--- src/rtl/tone_decoder.sv ---
// Measures the period of an incoming square wave and classifies it against the
// 7-note table. A note commits after STABLE_N matching periods; no edges for TIMEOUT cycles means silence.
module tone_decoder #(
    parameter int CNT_W    = 20,
    parameter int TIMEOUT  = 100000,
    parameter int TOL      = 150,
    parameter int STABLE_N = 3,
    parameter int DO       = 47750,
    parameter int RE       = 42550,
    parameter int MI       = 37900,
    parameter int FA       = 37550,
    parameter int SO       = 31850,
    parameter int LA       = 28400,
    parameter int XI       = 25400
) (
    input  logic             clk,
    input  logic             rst,
    input  logic             tone_in,
    output logic [2:0]       note,
    output logic             note_valid,
    output logic [CNT_W-1:0] period,
    output logic             period_valid,
    output logic             locked
);

    localparam int SW = (STABLE_N < 2) ? 1 : $clog2(STABLE_N + 1);
    localparam logic [CNT_W-1:0]        TO_MAX   = CNT_W'(TIMEOUT);
    localparam logic [CNT_W-1:0]        TO_LAST  = CNT_W'(TIMEOUT - 1);
    localparam logic signed [CNT_W:0]   TOL_S    = (CNT_W + 1)'(TOL);
    localparam logic [SW-1:0]           STABLE_M = SW'(STABLE_N);
    localparam logic [CNT_W-1:0] NOTE_V [7] = '{CNT_W'(DO), CNT_W'(RE), CNT_W'(MI),
                                                CNT_W'(FA), CNT_W'(SO), CNT_W'(LA), CNT_W'(XI)};

    // sync_q[0] = first stage, sync_q[1] = second stage, sync_q[2] = edge-detect delay
    logic [2:0]       sync_q, sync_d;
    logic [CNT_W-1:0] cnt_q, cnt_d;
    logic             armed_q, armed_d;
    logic [CNT_W-1:0] period_q, period_d;
    logic             period_valid_q, period_valid_d;
    logic [2:0]       cand_q, cand_d;
    logic [SW-1:0]    stable_q, stable_d;
    logic [2:0]       note_q, note_d;
    logic             note_valid_q, note_valid_d;
    logic             locked_q, locked_d;

    logic             rise;
    logic             timeout;
    logic [2:0]       match;
    logic signed [CNT_W:0] diff;

    always_comb begin
        sync_d         = {sync_q[1:0], tone_in};
        rise           = sync_q[1] & ~sync_q[2];
        timeout        = !rise && (cnt_q == TO_LAST);

        cnt_d          = cnt_q;
        armed_d        = armed_q;
        period_d       = period_q;
        period_valid_d = 1'b0;
        cand_d         = cand_q;
        stable_d       = stable_q;
        note_d         = note_q;
        note_valid_d   = 1'b0;
        match          = 3'd0;
        diff           = '0;

        if (rise) begin
            cnt_d = '0;
            if (armed_q) begin
                period_d       = cnt_q + 1'b1;
                period_valid_d = 1'b1;
            end
            armed_d = 1'b1;
        end else if (cnt_q != TO_MAX) begin
            cnt_d = cnt_q + 1'b1;
        end

        // Scan downwards so the lowest matching index wins.
        for (int k = 6; k >= 0; k--) begin
            diff = $signed({1'b0, period_q}) - $signed({1'b0, NOTE_V[k]});
            if (diff <= TOL_S && diff >= -TOL_S) match = 3'(k + 1);
        end

        if (timeout) begin
            armed_d  = 1'b0;
            cand_d   = 3'd0;
            stable_d = '0;
            if (note_q != 3'd0) begin
                note_d       = 3'd0;
                note_valid_d = 1'b1;
            end
        end else if (period_valid_q) begin
            if (match == 3'd0) begin
                cand_d   = 3'd0;
                stable_d = '0;
            end else begin
                if (match == cand_q) begin
                    stable_d = (stable_q == STABLE_M) ? stable_q : stable_q + 1'b1;
                end else begin
                    cand_d   = match;
                    stable_d = SW'(1);
                end
                if (stable_d == STABLE_M && cand_d != note_q) begin
                    note_d       = cand_d;
                    note_valid_d = 1'b1;
                end
            end
        end

        locked_d = (note_d != 3'd0);
    end

    always_ff @(posedge clk) begin
        if (rst) begin
            sync_q         <= '0;
            cnt_q          <= '0;
            armed_q        <= 1'b0;
            period_q       <= '0;
            period_valid_q <= 1'b0;
            cand_q         <= 3'd0;
            stable_q       <= '0;
            note_q         <= 3'd0;
            note_valid_q   <= 1'b0;
            locked_q       <= 1'b0;
        end else begin
            sync_q         <= sync_d;
            cnt_q          <= cnt_d;
            armed_q        <= armed_d;
            period_q       <= period_d;
            period_valid_q <= period_valid_d;
            cand_q         <= cand_d;
            stable_q       <= stable_d;
            note_q         <= note_d;
            note_valid_q   <= note_valid_d;
            locked_q       <= locked_d;
        end
    end

    assign note         = note_q;
    assign note_valid   = note_valid_q;
    assign period       = period_q;
    assign period_valid = period_valid_q;
    assign locked       = locked_q;

endmodule

--- config.mk ---
export PLATFORM = sky130hd
export DESIGN_NAME = tone_decoder
export DESIGN_NICKNAME = d
export VERILOG_FILES = /design/src/rtl/tone_decoder.sv
export SDC_FILE = /design/constraint.sdc
export NUM_CORES = 1
export LEC_CHECK = 0
export ABC_CLOCK_PERIOD_IN_PS = 5000
export CAP_MARGIN = 5
export CORE_ASPECT_RATIO = 1.4
export CORE_MARGIN = 2
export CORE_UTILIZATION = 60
export DETAILED_ROUTE_END_ITERATION = 6
export HOLD_SLACK_MARGIN = 0.06
export PLACE_DENSITY = 0.82
export REMOVE_ABC_BUFFERS = 1
export SLEW_MARGIN = 20
export SYNTH_ARGS = -nofsm -noshare
export SYNTH_HDL_FRONTEND = slang
export SYNTH_SLANG_ARGS = --single-unit
--- constraint.sdc ---
create_clock -name clk -period 5 [get_ports clk]
set_input_delay 0.75 -clock clk [delete_from_list [all_inputs] [get_ports clk]]
set_output_delay 0.75 -clock clk [all_outputs]
set_load 0.05 [all_outputs]
### Word-level counts from Yosys, hierarchy flattened

Cells that the tools add are included.

| word-level totals | value |
|---|---|
| logic and storage cells | 88 |
| register bits after elaboration | 55 |
| output and inout port bits | 26 |

| operators by class | value |
|---|---|
| reductions and logical operators | 17 |
| multiplexer cells | 29 |
| equal/unequal tests | 6 |
| bitwise operators | 3 |
| $lt $le $gt $ge | 14 |
| add/sub/neg operators | 9 |

Operators by type and width:

| operator | number |
|---|---|
| >= comparator 21 x 9 -> 1 bit (second input constant) | 7 |
| less-or-equal comparator 21 x 9 -> 1 bit (second input constant) | 7 |
| subtractor 20 x 16 -> 21 bit (second input constant) | 4 |
| subtractor 20 x 15 -> 21 bit (second input constant) | 3 |
| 2-to-1 mux 3 bit | 17 |
| adder 20 x 1 -> 20 bit (second input constant) | 1 |
| == test 20 x 17 -> 1 bit (second input constant) | 1 |
| inequality test 20 x 17 -> 1 bit (second input constant) | 1 |
| 2-to-1 mux 2 bit | 6 |
| logical AND 1 bit | 9 |
| 2-to-1 mux 1 bit | 6 |
| nonzero test 3 bit | 2 |
| OR reduction 2 bit | 3 |
| == test 2 bit (second input constant) | 2 |
| == test 3 bit | 1 |
| logical NOT 3 bit | 1 |
| inequality test 3 bit | 1 |
| adder 2 x 1 -> 2 bit (second input constant) | 1 |
| inverter 1 bit | 2 |
| AND reduction 2 bit | 1 |
| AND 1 bit | 1 |
| logical NOT 1 bit | 1 |

### Depth between registers and ports, before layout

| depth | value |
|---|---|
| depth in word-level cells | 22 |
| gate-level depth with buffers | 17 |

### Least setup slack after synthesis

OpenSTA, ideal clock, no wires.

| timing | value |
|---|---|
| path kind | flip-flop to flip-flop |
| start point | reg period_q[5], in the netlist period[5] |
| end point | reg note_q[1], in the netlist note[1] |
| stages on the path, launching flop included | 18 |
| library setup time | 0.129 ns |
| setup slack | 0.505 ns |
| path buffers | 4 |
| arrival | 4.366 ns |
| required time | 4.871 ns |
| cells stage by stage | dfxtp_1 > buf_2 > buf_2 > clkinv_1 > ha_1 > clkbuf_1 > a21bo_2 > clkbuf_1 > nor4_2 > o22ai_1 > or4b_4 > nor4_4 > a311oi_2 > nor4b_4 > o32a_1 > o311ai_2 > nor3b_1 > a211oi_2 |

| between the ends | value |
|---|---|
| word-level cells in the longest chain between the ends | 21 |
| elaborated cells between the ends (all ways) | 52 |

Ends and longest elaborated chain:

| element | line | source |
|---|---|---|
| start, declared | 38 | `logic [CNT_W-1:0] period_q, period_d;` |
| start signal, assigned | 129 | `period_q <= period_d;` |
| subtractor 20 x 15 -> 21 bit | 80 | `diff = $signed({1'b0, period_q}) - $signed({1'b0, NOTE_V[k]});` |
| less-or-equal comparator 21 x 9 -> 1 bit / >= comparator 21 x 9 -> 1 bit (equally long branches) | 81 | `if (diff <= TOL_S && diff >= -TOL_S) match = 3'(k + 1);` |
| logical AND 1 bit | 81 |  |
| 2-to-1 mux 3 bit (6 in series) | 81 |  |
| 2-to-1 mux 3 bit (*) | 81 |  |
| == test 3 bit | 97 | `if (match == cand_q) begin` |
| 2-to-1 mux 3 bit / 2-to-1 mux 2 bit (equally long branches) | 97 |  |
| 2-to-1 mux 3 bit / 2-to-1 mux 2 bit (equally long branches) | 93 | `if (match == 3'd0) begin` |
| 2-to-1 mux 3 bit / 2-to-1 mux 2 bit (equally long branches) | 92 | `end else if (period_valid_q) begin` |
| 2-to-1 mux 3 bit / 2-to-1 mux 2 bit (equally long branches) | 84 | `if (timeout) begin` |
| inequality test 3 bit / == test 2 bit (equally long branches) | 103 | `if (stable_d == STABLE_M && cand_d != note_q) begin` |
| logical AND 1 bit | 103 |  |
| 2-to-1 mux 3 bit | 103 |  |
| 2-to-1 mux 3 bit (*) | 93 |  |
| 2-to-1 mux 3 bit (*) | 92 |  |
| 2-to-1 mux 3 bit (*) | 84 |  |
| end signal, assigned | 133 | `note_q <= note_d;` |
| end, declared | 42 | `logic [2:0] note_q, note_d;` |

Mark *: on every way between the ends. The rest lies on a longest branch, timed or not. The select of a mux whose other input is x is not followed.
A chain may end at the register's enable or synchronous reset.

### Worst setup path in the final report

Same ends and word-level chain as after synthesis.

==> qor.yml <==
ys_warn_count: 0
worst_pin_slew_ns: 1.158
r2r_slack_ns: 0.26
slew_headroom_pct: 22.81
power_w: 0.001006
skew_ns: 0.009394
critPathTopFamily: "compound AO/OA/AOI/OAI gates"
multi_input_area_um2: 5483
hold_viol: 0
async_reset_ff_share_pct: 0
avgSynthCellArea_um2: 7.047
route.detailed.drc: 0
postRouteAntennaNets: 0
min_path_type: "register to register"
rr_endpoint: "note[1]"
vdd_drop_max_uv: 424.7
critPathBufInv: 2
synth_edf_count: 0
clkTransAtPathRegs_ns: 0.07
p_sw_w: 0.0002721
core_area_um2: 11400
grt_pass1_vias: 7709
h-tree-depth: 2
cts_tree: "built"
cp-start-kind: "register"
p_comb_share_pct: 15.7
area.sequential_um2: 1102
via_count: 8448
pin_count: 29
internal_power_w: 0.0007342
drv_slew: 0
fin_crit_sh_pct: 94.73
nets: 1010
chipHeight_um: 132.5
syn_area_um2: 7076
drt_iter0_drc: 1154
port-buffer-count: 28
diodes: 0
swShare_pct: 27.04
ys_ff_latch: 55
outcome: "finished, final reports clean"
worstRegToRegCells: 14
clockBufferDepth: 2
timing.max_cap.violations: 0
top_layer: "met4"
place.gp.congestion: 1.046
p_clk_share_pct: 39.1
die_x_um: 95.78
timing.fmax_ghz: 0.2111
leakagePower_nw: 2.577
end_kind: "register"
start_util_pct: 62.09
fin_setup_tns_ns: 0
yosys.area.top_type: "dfxtp_1"
hold_depth: 1
track_usage_pct: 44.31
crit_path_max_fanout: 17
fill_cells: 1050
pre_cts_slack_ns: 0.6226
yosysSeqAreaShare_pct: 15.56
period_needed_ns: 4.736
dp_hpwl_um: 19840
rows: 46
crit_cells: 14
grt_max_degree: 43
wl_met1_um: 9750
yosys-top-cells-area: "dfxtp_1 (16%), xnor2_1 (6.4%), nor2_1 (5.6%)"
min_to: "sync_q[1]"
wl_met3_um: 3539
clock_sinks: 55
firstDrtPassIters: 7
area_delta_synth_final_pct: 8.170
numCtsBuffers: 5
rsz0062_at_grt: "false"
finalSetupViolations: 0
wl_per_cell_um: 24.81
min_from: "sync_q[0]"
wl_um: 28190
cpMaxStageDelayCell: "a21boi_0"
fin_util_pct: 67.16
gr-total-overflow: 0
drive_gt1_share_pct: 9.274
synth_cells: 1004
synth_top_cell_area_share_pct: 15.56
dpl_cell_area_um2: 7477
cp.required_ns: 5.21
max_stage_delay_ns: 0.71
crit_arrival_ns: 4.95
reg2reg_from: "period[5]"
synthFlopType: "dfxtp_1"
synth_cell_types: 86
dieArea_um2: 12690
via_per_inst: 7.437
worst_slack_ns: 0.2637
antenna_found_initial: 0
path_cells: "buf_4, ha_1, buf_4, a211o_1, a21oi_1, xnor2_1, a21boi_0, nor4b_1, nor4b_1, a21oi_1, o32a_1, o311ai_2, nor3b_1, a211oi_2"
p_seq_share_pct: 45.2
cts-root-buf: "clkbuf_16"
p_per_area_nw_per_um2: 131.5
route.met2.wl_um: 12290
grt_pass1_wl_um: 42970
final_area_um2: 7654
crit_type: "register to register"
clk_latency_ns: 0.30
cts_setup_buffers: 0
## area by class of cell
class | count | area share, %
timing repair buffer | 71 | 8.043
tap | 144 | 2.354
sequential | 55 | 14.40
multi-input combinational | 831 | 71.64
clock buffer | 5 | 1.635
inverter | 27 | 1.324
clock inverter | 3 | 0.6049
## cells by family (layout without fill, tap and decap cells)
kind of cell / Yosys count / after routing / synth area share [%]
AOI/OAI and AO/OA: 313 / 313 / 31.42
xor gates and xnor gates: 75 / 75 / 9.284
adders and majority gates: 16 / 16 / 2.829
buffers and inverters: 118 / 106 / 7.020
DFF: 55 / 55 / 15.56
muxes: 21 / 21 / 3.077
and+or+nand+nor: 406 / 406 / 30.80
## sequential cells by signal, indices dropped and copies added (netlist names)
name          flops
cand_q            3
period_valid      1
note              3
armed_q           1
locked            1
note_valid        1
cnt_q            20
stable_q          2
period           20
sync_q            3
## power groups by stage
stage,clock network [W],logic [W],registers [W]
after floorplan,0,0.0000838,0.000476
final,0.000394,0.000158,0.000455
after global placement,0,0.000147,0.000464
after global routing,0.000417,0.000167,0.000455
after CTS,0.000400,0.000148,0.000454
after detailed placement,0,0.000148,0.000464
## cell usage in the layout, fill, tap and decap left out, types with 28 or more instances in the layout
cell / n
a211oi_1: 39
a21oi_1: 52
xnor2_1: 52
nor3_1: 31
o21ai_0: 41
nor2_1: 105
clkdlybuf4s50_1: 28
nand2_1: 62
dfxtp_1: 54
buf_4: 42
nand3_1: 49
## stage by stage
stage / instances / hold WS [ns]
after global placement: 1128 / 0.4381
after CTS: 1136 / 0.4633
final: 1136 / 0.4615
after detailed placement: 1128 / 0.4459
after global routing: 1136 / 0.4672
after floorplan: 913 / 0.4138
## how the worst max path moves through the flow
stage               startpoint          to  slack [ns]
finish               period[5]     note[1]        0.26
global route         period[5]     note[1]        0.09
floorplan            period[4]     note[1]       -0.02
detailed placement   period[2]  note_valid        0.62
CTS                  period[2]  note_valid        0.58
global placement     period[2]     note[1]        0.65
## metal layers
| layer | up-vias | global-route usage [%] |
|---|---|---|
| met3 | 192 | 13.44 |
| met4 | 0 | 33.17 |
| met5 | - | 0 |
| met1 | 3868 | 51.59 |
| met2 | 624 | 66.94 |
| li1 | 3764 | - |
## worst reg2reg max path, cell delays in order (launching register included)
cell and delay [ns]:
dfxtp_1 0.35, buf_4 0.21, ha_1 0.30, buf_4 0.22
a211o_1 0.44, a21oi_1 0.48, xnor2_1 0.21, a21boi_0 0.71
nor4b_1 0.69, nor4b_1 0.12, a21oi_1 0.20, o32a_1 0.21
o311ai_2 0.15, nor3b_1 0.18, a211oi_2 0.19
## what timing repair did
action	in CTS	in global routing
gates resized for setup	0	1
hold buffers	0	0
setup endpoints to repair	0	5
## Yosys cell counts, types with 10 or more instances
cell type and n:
a211oi_1 39, a21oi_1 52, a31oi_1 24, and2_1 11
buf_1 16, buf_2 31, clkbuf_1 42, dfxtp_1 55
ha_1 16, inv_1 17, mux2i_1 15, nand2_1 62
nand2b_1 11, nand3_1 49, nand4_1 26, nor2_1 105
nor2b_1 18, nor3_1 31, nor4_1 19, o211ai_1 15
o21ai_0 43, o22ai_1 13, o31ai_1 15, or2_2 10
xnor2_1 52, xor2_1 23
Power figures use the tool's default switching activity.
